### config.mk
export PLATFORM = sky130hd
export DESIGN_NAME = leddc_frame_tx
export DESIGN_NICKNAME = d
export VERILOG_FILES = /design/src/rtl/leddc_pkg.sv /design/src/rtl/leddc_tx_serializer.sv /design/src/rtl/leddc_frame_tx.sv
export SDC_FILE = /design/constraint.sdc
export NUM_CORES = 1
export LEC_CHECK = 0
export CORE_ASPECT_RATIO = 2
export CORE_UTILIZATION = 55
export CTS_CLUSTER_SIZE = 25
export DETAILED_ROUTE_END_ITERATION = 12
export PLACE_DENSITY = 0.79
export SLEW_MARGIN = 20
export SYNTH_ARGS = -nofsm -noshare
export SYNTH_HDL_FRONTEND = slang
export SYNTH_SLANG_ARGS = --single-unit
export TNS_END_PERCENT = 5
### constraint.sdc
create_clock -name DCK -period 3.5 [get_ports DCK]
set_clock_uncertainty 0.15 [all_clocks]
set_input_delay 0.35 -clock DCK [delete_from_list [all_inputs] [get_ports DCK]]
set_output_delay 0.35 -clock DCK [all_outputs]
set_load 0.03 [all_outputs]
### src/rtl/leddc_pkg.sv
// -----------------------------------------------------------------------------
// leddc_pkg
//   Constants and types shared by the LEDDC frame transmitter and receiver.
//   WORD_W        : bits per pixel word on the serial link
//   WORDS_DEFAULT : words per frame (32 scanlines x 16 channels)
//   GAP_DEFAULT   : DEN-low DCK cycles between consecutive words
//   leddc_state_e : frame-level FSM state encoding
// -----------------------------------------------------------------------------
package leddc_pkg;

  localparam int WORD_W        = 16;
  localparam int WORDS_DEFAULT = 512;
  localparam int GAP_DEFAULT   = 2;

  typedef enum logic [2:0] {
    ST_IDLE,
    ST_FETCH,
    ST_LOAD,
    ST_SHIFT,
    ST_GAP,
    ST_DONE
  } leddc_state_e;

endpackage

### src/rtl/leddc_tx_serializer.sv
// -----------------------------------------------------------------------------
// leddc_tx_serializer
//   16-bit parallel-load, shift-right register; the serial output is bit 0,
//   so words leave LSB first. Zeros are shifted in from the top, which means
//   the register is empty (DAI low) once all 16 bits have been sent.
// Ports:
//   DCK       in   clock
//   rst       in   synchronous active-low reset (clears the register)
//   load      in   load load_data at the next edge (has priority over shift)
//   load_data in   word to serialize
//   shift     in   shift right by one at the next edge
//   dai       out  serial data, register bit 0
// -----------------------------------------------------------------------------
module leddc_tx_serializer
  import leddc_pkg::*;
(
  input  logic              DCK,
  input  logic              rst,
  input  logic              load,
  input  logic [WORD_W-1:0] load_data,
  input  logic              shift,
  output logic              dai
);

  logic [WORD_W-1:0] shift_reg;

  always_ff @(posedge DCK) begin
    if (!rst) begin
      shift_reg <= '0;
    end else if (load) begin
      shift_reg <= load_data;
    end else if (shift) begin
      shift_reg <= {1'b0, shift_reg[WORD_W-1:1]};
    end
  end

  assign dai = shift_reg[0];

endmodule

### src/rtl/leddc_frame_tx.sv
// -----------------------------------------------------------------------------
// leddc_frame_tx
//   Reads a frame of WORDS 16-bit words from a synchronous frame memory and
//   sends each one LSB first on DAI while DEN is high, with GAP DEN-low cycles
//   between words. The next word is prefetched during the last SHIFT cycle so
//   the inter-word gap stays exactly GAP cycles.
// Parameters:
//   WORDS  words per frame
//   GAP    DEN-low cycles between words (1..15)
// Ports:
//   DCK      in   clock, all state changes on its rising edge
//   rst      in   synchronous active-low reset
//   start    in   frame request, only looked at while idle
//   rd_en    out  one-cycle read strobe to the frame memory
//   rd_addr  out  word index being read
//   rd_data  in   memory data, valid the cycle after rd_en
//   DAI      out  serial pixel data
//   DEN      out  data enable, high while a word is on DAI
//   busy     out  high whenever the FSM is not idle
//   done     out  one-cycle pulse at the end of a frame
// -----------------------------------------------------------------------------
module leddc_frame_tx
  import leddc_pkg::*;
#(
  parameter  int WORDS  = WORDS_DEFAULT,
  parameter  int GAP    = GAP_DEFAULT,
  localparam int ADDR_W = (WORDS > 1) ? $clog2(WORDS) : 1
) (
  input  logic              DCK,
  input  logic              rst,
  input  logic              start,
  output logic              rd_en,
  output logic [ADDR_W-1:0] rd_addr,
  input  logic [WORD_W-1:0] rd_data,
  output logic              DAI,
  output logic              DEN,
  output logic              busy,
  output logic              done
);

  localparam logic [ADDR_W-1:0] LAST_IDX  = ADDR_W'(WORDS - 1);
  localparam logic [3:0]        GAP_LAST  = 4'(GAP - 1);
  localparam logic [3:0]        BIT_LAST  = 4'(WORD_W - 1);
  localparam logic [3:0]        BIT_PREF  = 4'(WORD_W - 2);

  leddc_state_e      state_reg, state_next;
  logic [ADDR_W-1:0] idx_reg, idx_next;
  logic [3:0]        bit_cnt_reg, bit_cnt_next;
  logic [3:0]        gap_cnt_reg, gap_cnt_next;
  logic              rd_en_reg, rd_en_next;
  logic [ADDR_W-1:0] rd_addr_reg, rd_addr_next;
  logic              den_reg, den_next;
  logic              done_reg, done_next;

  // rd_data is only guaranteed for the one cycle after a strobe, so it is
  // copied into hold_reg then and reused if the load happens later.
  logic              data_vld_reg;
  logic [WORD_W-1:0] hold_reg;
  logic [WORD_W-1:0] load_data;
  logic              load;
  logic              shift;

  assign load_data = data_vld_reg ? rd_data : hold_reg;

  always_ff @(posedge DCK) begin
    if (!rst) begin
      state_reg    <= ST_IDLE;
      idx_reg      <= '0;
      bit_cnt_reg  <= '0;
      gap_cnt_reg  <= '0;
      rd_en_reg    <= 1'b0;
      rd_addr_reg  <= '0;
      den_reg      <= 1'b0;
      done_reg     <= 1'b0;
      data_vld_reg <= 1'b0;
      hold_reg     <= '0;
    end else begin
      state_reg    <= state_next;
      idx_reg      <= idx_next;
      bit_cnt_reg  <= bit_cnt_next;
      gap_cnt_reg  <= gap_cnt_next;
      rd_en_reg    <= rd_en_next;
      rd_addr_reg  <= rd_addr_next;
      den_reg      <= den_next;
      done_reg     <= done_next;
      data_vld_reg <= rd_en_reg;
      if (data_vld_reg) begin
        hold_reg <= rd_data;
      end
    end
  end

  always_comb begin
    state_next   = state_reg;
    idx_next     = idx_reg;
    bit_cnt_next = bit_cnt_reg;
    gap_cnt_next = gap_cnt_reg;
    rd_addr_next = rd_addr_reg;
    rd_en_next   = 1'b0;
    load         = 1'b0;
    shift        = 1'b0;

    case (state_reg)
      ST_IDLE: begin
        if (start) begin
          state_next = ST_FETCH;
          idx_next   = '0;
        end
      end
      ST_FETCH: begin
        state_next = ST_LOAD;
      end
      ST_LOAD: begin
        state_next   = ST_SHIFT;
        load         = 1'b1;
        bit_cnt_next = '0;
      end
      ST_SHIFT: begin
        shift = 1'b1;
        if (bit_cnt_reg == BIT_LAST) begin
          state_next   = ST_GAP;
          gap_cnt_next = '0;
        end else begin
          bit_cnt_next = bit_cnt_reg + 4'd1;
        end
      end
      ST_GAP: begin
        if (gap_cnt_reg == GAP_LAST) begin
          if (idx_reg == LAST_IDX) begin
            state_next = ST_DONE;
          end else begin
            state_next   = ST_SHIFT;
            load         = 1'b1;
            idx_next     = idx_reg + ADDR_W'(1);
            bit_cnt_next = '0;
          end
        end else begin
          gap_cnt_next = gap_cnt_reg + 4'd1;
        end
      end
      ST_DONE: begin
        state_next = ST_IDLE;
      end
      default: begin
        state_next = ST_IDLE;
      end
    endcase

    // Outputs are decoded from the next state and registered, so each one
    // is a flop output that moves only on the clock edge.
    if (state_next == ST_FETCH) begin
      rd_en_next   = 1'b1;
      rd_addr_next = idx_next;
    end else if (state_reg == ST_SHIFT && bit_cnt_reg == BIT_PREF &&
                 idx_reg != LAST_IDX) begin
      // entering the last shift cycle of a word: prefetch the next one
      rd_en_next   = 1'b1;
      rd_addr_next = idx_reg + ADDR_W'(1);
    end
  end

  assign den_next  = (state_next == ST_SHIFT);
  assign done_next = (state_next == ST_DONE);

  leddc_tx_serializer u_serializer (
    .DCK       (DCK),
    .rst       (rst),
    .load      (load),
    .load_data (load_data),
    .shift     (shift),
    .dai       (DAI)
  );

  assign rd_en   = rd_en_reg;
  assign rd_addr = rd_addr_reg;
  assign DEN     = den_reg;
  assign done    = done_reg;
  assign busy    = (state_reg != ST_IDLE);

endmodule

==> impl_metrics.json, run 1 <==
{
  "status": "finished, final reports clean",
  "ant_nets": 0,
  "worst_slack_ns": 0.5407,
  "final_net_count": 355,
  "hold_path_class": "reg -> reg",
  "final_core_util_pct": 68.27,
  "multiInputGateArea_um2": 1426,
  "relSlewSlack_pct": 34.23,
  "place.gp.congestion": 0.8532,
  "core-area_um2": 4910,
  "max_clock_freq_mhz": 337.9,
  "synthFlopType": "dfxtp_1",
  "regArea_um2": 1301,
  "grt_pass1_wl_um": 9784,
  "port-buffer-count": 32,
  "post_cts_buffers": 0,
  "crit_type": "reg -> reg",
  "finalSetupTns_ns": 0,
  "arrival_ns": 3.10,
  "cts_resized": 0,
  "avgViaCountPerCell": 6.020,
  "grt_start_max_net_pins": 48,
  "tightest_slew_ns": 0.9848,
  "antenna_found_initial": 0,
  "synthToLayoutAreaGrowth_pct": 18.12,
  "clk_pin_slew_worst_paths_ns": 0.08,
  "wl_per_cell_um": 15.30,
  "async_flop_share_pct": 0,
  "finalHoldViolations": 0,
  "syn_area_per_cell_um2": 9.428,
  "die_area_um2": 5468,
  "synth_edf_count": 0,
  "yosysUniqueCellTypes": 53,
  "antenna_cells": 0,
  "first_pass_iters": 5,
  "insertion_delay_ns": 0.35,
  "die_w_um": 52.79,
  "io_pins": 33,
  "worstSetupStartpointType": "flip-flop",
  "cts_tree": "built",
  "rsz0062_at_grt": "no",
  "critPathMaxFanout": 16,
  "postSynthCellCount": 301,
  "initial_utilization_pct": 57.80,
  "vias": 2354,
  "rows": 36,
  "grt_usage_pct": 23.70,
  "drc": 0,
  "clock_path_buffers": 2,
  "required_ns": 3.64,
  "htreeDepth": 3,
  "final_cell_mix": "65 x dfxtp_1, 40 x nor2_1, 32 x clkdlybuf4s50_1",
  "max_cap_violations": 0,
  "grt_pass1_vias": 2222,
  "fin_crit_sh_pct": 84.55,
  "cts_num_sinks": 65,
  "synth.yosys.warnings": 0,
  "dp_hpwl_um": 4199,
  "vdd_drop_max_mv": 0.3478,
  "synth_nets": 327,
  "drive_gt1_share_pct": 8.084,
  "finalSetupViolCount": 0,
  "grt.overflow.total": 0,
  "die_h_um": 103.6,
  "final_max_slew_viol_count": 0,
  "clock-root-buffer": "clkbuf_8",
  "final_common_cell": "dfxtp_1",
  "crit_path_end_kind": "flip-flop",
  "hold_buffers": 0,
  "power_leakage_nw": 1.198,
  "cts_buffers": 9,
  "drtIter0Drc": 51,
  "p_per_area_nw_per_um2": 435.8,
  "syn_area_um2": 2838,
  "ys_ff_latch": 65,
  "post-place-ws_ns": 0.5461,
  "n_fill_cell": 408,
  "seq_area_frac_synth_pct": 45.86,
  "routed_wl_um": 5981,
  "fin_crit_ns": 2.959
}
==> metrics by stage <==
step	hold slack, ns	total power, mW	instance area (um^2)	instances
floorplan	0.2765	0.8537	2838	301
global placement	0.2968	0.8976	3176	375
detailed placement	0.3013	0.9009	3176	375
CTS	0.3179	1.469	3352	391
global route	0.3457	1.514	3352	391
finish	0.3180	1.461	3352	391
==> layer usage <==
metal / vias to the layer above / wire length (um) / global-route usage [%] / share of wire (%)
li1: 1165 / - / - / -
met1: 1125 / 2450 / 26.49 / 41
met2: 52 / 3180 / 39.96 / 53
met3: 12 / 209 / 3.084 / 3.5
met4: 0 / 140 / 14.66 / 2.3
met5: - / 0 / 0 / 0
==> worst paths after layout <==
path                               from                    endpoint  slack, ns  cells after the start
max reg2reg                  idx_reg[0]  u_serializer.shift_reg[14]       0.54                      8
min reg2reg  u_serializer.shift_reg[15]  u_serializer.shift_reg[15]       0.32                      2
max                          idx_reg[0]  u_serializer.shift_reg[14]       0.54                      8
min          u_serializer.shift_reg[15]  u_serializer.shift_reg[15]       0.32                      2
==> kinds of logic (layout without fill, tap and decap cells) <==
kind of cell / after synthesis / after routing / synth area share, %
fa+ha+maj: 7 / 7 / 3.086
xor+xnor: 6 / 6 / 1.852
compound gates: 68 / 68 / 18.52
buf+inv: 27 / 60 / 3.880
flops: 65 / 65 / 45.86
simple gates: 109 / 109 / 20.06
mux: 19 / 19 / 6.746
==> cell type report <==
type | count | area share (%)
clock buffer | 9 | 3.695
multi-input combinational | 209 | 42.55
tap | 57 | 2.128
sequential | 65 | 38.82
inverter | 9 | 1.008
clock inverter | 7 | 1.568
timing repair buffer | 35 | 10.23
==> report_power, final <==
| part | internal (mW) | total (mW) | switching, mW |
|---|---|---|---|
| Combinational | 0.0509 | 0.114 | 0.0633 |
| Clock | 0.261 | 0.577 | 0.316 |
| Sequential | 0.753 | 0.769 | 0.0159 |
| Total | 1.07 | 1.46 | 0.395 |
==> cells in the mapped netlist, types with 2 or more instances <==
| master | instances | area (um^2) |
|---|---|---|
| nor3b_1 | 2 | 15.01 |
| o21ai_0 | 8 | 40.04 |
| dfxtp_1 | 65 | 1301 |
| nor2b_1 | 3 | 18.77 |
| clkbuf_1 | 11 | 41.29 |
| a21oi_1 | 13 | 65.06 |
| xnor2_1 | 5 | 43.79 |
| o211a_1 | 2 | 20.02 |
| and3_1 | 2 | 12.51 |
| or4b_1 | 2 | 20.02 |
| nand4_1 | 4 | 25.02 |
| ha_1 | 7 | 87.58 |
| a221o_1 | 15 | 150.1 |
| and2_1 | 4 | 25.02 |
| a2bb2oi_1 | 2 | 17.52 |
| nand2_1 | 13 | 48.80 |
| nor2_1 | 40 | 150.1 |
| nor3_1 | 23 | 115.1 |
| a22oi_1 | 6 | 45.04 |
| a211oi_1 | 5 | 37.54 |
| buf_2 | 7 | 35.03 |
| o22ai_1 | 2 | 12.51 |
| inv_1 | 8 | 30.03 |
| nand3_1 | 5 | 25.02 |
| o21a_1 | 2 | 15.01 |
| mux2i_1 | 18 | 180.2 |
==> critical path: stages, from the launching register on <==
cell and delay [ns]:
dfxtp_1 0.40, ha_1 0.25, nand3_1 0.17, nor2_1 0.26, and3_1 0.22, ha_1 0.23, nor4b_4 0.10, a211oi_2 0.82
a221o_1 0.29
(Power assumes the default switching activity.)
==> inputs of run 2 (changes only) <==
==> constraint.sdc (replaced) <==
create_clock -name DCK -period 2.9 [get_ports DCK]
set_clock_uncertainty 0.15 [all_clocks]
set_input_delay 0.29 -clock DCK [delete_from_list [all_inputs] [get_ports DCK]]
set_output_delay 0.29 -clock DCK [all_outputs]
set_load 0.03 [all_outputs]
==> run 2 against run 1 <==
Compared with the run above: die area stayed put; final cell count increased by 2.3%; wire length up 5.6%; sequential cell count unchanged; largest cell class unchanged; clock-buffer cell count increased by 1; maximum frequency increased by 8.2%; core utilization increased by 1.5 points; sequential share of layout area shrank 0.84 points; design area increased by 2.2%; critical path depth increased by 1; register-to-register slack lost 0.38 ns.
==> impl_metrics.json, run 2 (same netlist as run 1, synthesis figures left out) <==
{
  "timing.critical_path.cells": "ha_2 > nand3_1 > nor2_2 > and3_1 > ha_1 > nor4b_2 > a211o_1 > or4_1 > nand2_1",
  "relSlewSlack_pct": 52.33,
  "fin_crit_sh_pct": 94.32,
  "grt_usage_pct": 24.54,
  "place.gp.congestion": 0.8688,
  "fin_hold_ws_ns": 0.3247,
  "first_pass_iters": 4,
  "cts_num_sinks": 65,
  "hold_path_class": "reg -> reg",
  "vdd_drop_max_mv": 0.4478,
  "final_common_cell": "dfxtp_1",
  "final_net_count": 364,
  "io_pins": 33,
  "grt_start_max_net_pins": 34,
  "avgViaCountPerCell": 5.925,
  "vias": 2370,
  "antenna_found_initial": 0,
  "synthToLayoutAreaGrowth_pct": 20.72,
  "port-buffer-count": 32,
  "core-area_um2": 4910,
  "finalHoldViolations": 0,
  "status": "finished, final reports clean",
  "final_max_slew_viol_count": 0,
  "cts_tree": "built",
  "total_power_mw": 1.725,
  "critPathMaxFanout": 5,
  "grt.overflow.total": 0,
  "cpMaxStageDelayCell": "or4_1",
  "htreeDepth": 3,
  "finalSetupViolCount": 0,
  "crit_path_end_kind": "flip-flop",
  "die_h_um": 103.6,
  "cts_buffers": 9,
  "grt_pass1_wl_um": 10130,
  "insertion_delay_ns": 0.34,
  "dp_hpwl_um": 4415,
  "die_w_um": 52.79,
  "max_cap_violations": 0,
  "required_ns": 3.04,
  "cpLargestDelayFamily": "simple AND/OR/NAND/NOR gates",
  "critPathMaxStageDelay_ns": 0.52,
  "antenna_cells": 0,
  "rows": 36,
  "min_path_cells": 2,
  "crit_type": "reg -> reg",
  "drc": 0,
  "p_per_area_nw_per_um2": 503.6,
  "grt_pass1_vias": 2281,
  "path_depth": 9,
  "worstSetupStartpointType": "flip-flop",
  "clk_pin_slew_worst_paths_ns": 0.07,
  "max_clock_freq_mhz": 365.6,
  "wl_per_cell_um": 15.79,
  "final_cell_mix": "65 x dfxtp_1, 39 x nor2_1, 32 x clkdlybuf4s50_1",
  "crit_buf_inv": 0,
  "tightest_slew_ns": 0.7119,
  "initial_utilization_pct": 57.80,
  "drive_gt1_share_pct": 10.79,
  "fin_crit_ns": 2.735,
  "arrival_ns": 2.88,
  "ff2ff_path_depth": 9,
  "hold_buffers": 0,
  "clock-root-buffer": "clkbuf_8",
  "routed_wl_um": 6317,
  "rsz0062_at_grt": "no",
  "drtIter0Drc": 67,
  "die_area_um2": 5468,
  "clock_path_buffers": 2,
  "power_leakage_nw": 1.232,
  "ant_nets": 0
}
run 2: changes by cell type in the layout (fill, tap and decap cells not counted), sizes merged:
cell and delta:
buf +8, clkbuf +1, clkinvlp +1, inv -2, nor4b +1
run 2: layer usage:
layer / GRT usage, % / part of all wire [%] / up-vias
met5: 0 / 0 / -
met4: 12.78 / 3.2 / 0
met3: 5.580 / 3.2 / 16
met2: 42.22 / 53 / 50
met1: 26.23 / 40 / 1123
li1: - / - / 1181
run 2: path summary, 6_finish.rpt:
kind / from / to / slack (ns)
setup / recovery: idx_reg[0] / bit_cnt_reg[3] / 0.16
setup reg to reg: idx_reg[0] / bit_cnt_reg[3] / 0.16
hold / removal: rd_addr[5] / rd_addr[5] / 0.32
hold reg to reg: rd_addr[5] / rd_addr[5] / 0.32
run 2: cell type report:
cell class / instances / area (um^2)
fillers: 402 / 1484
inverters: 9 / 33.78
well taps: 57 / 71.32
flip-flops and latches: 65 / 1301
clock inverters: 6 / 35.03
clock buffers: 10 / 127.6
multi-input cells: 210 / 1454
repair buffers: 43 / 402.9
run 2: through the flow:
step                util (%)  cells  instance area [um^2]  worst slack, ns  setup TNS, ns
finish                 69.78    400                  3426           0.1647              0
CTS                    69.37    399                  3406          0.07183              0
global placement       65.90    383                  3236           0.1161              0
floorplan                  -    301                  2838           0.2424              0
global route           69.78    400                  3426          0.02050              0
detailed placement     65.90    383                  3236        -0.004155      -0.004382
run 2: repair_timing:
| action | in CTS | in global routing |
|---|---|---|
| pin swaps | 0 | 1 |
| cloned | 0 | 1 |
| setup buffers | 0 | 0 |
| endpoints found under the setup margin | 11 | 10 |
| resized for setup | 1 | 3 |
run 2: power breakdown:
part           leakage [nW]  total, mW  switching, mW  internal (mW)
registers             0.525      0.925         0.0157          0.910
clock network        0.0818      0.651          0.347          0.304
logic                 0.624      0.149         0.0827         0.0666
run 2: tightest hold or removal path: cells and delay by family (launching register included):
| family | cells | cell delay [ns] |
|---|---|---|
| AOI/OAI and AO/OA | 1 | 0.06 |
| DFF | 1 | 0.31 |
| and+or+nand+nor | 1 | 0.05 |
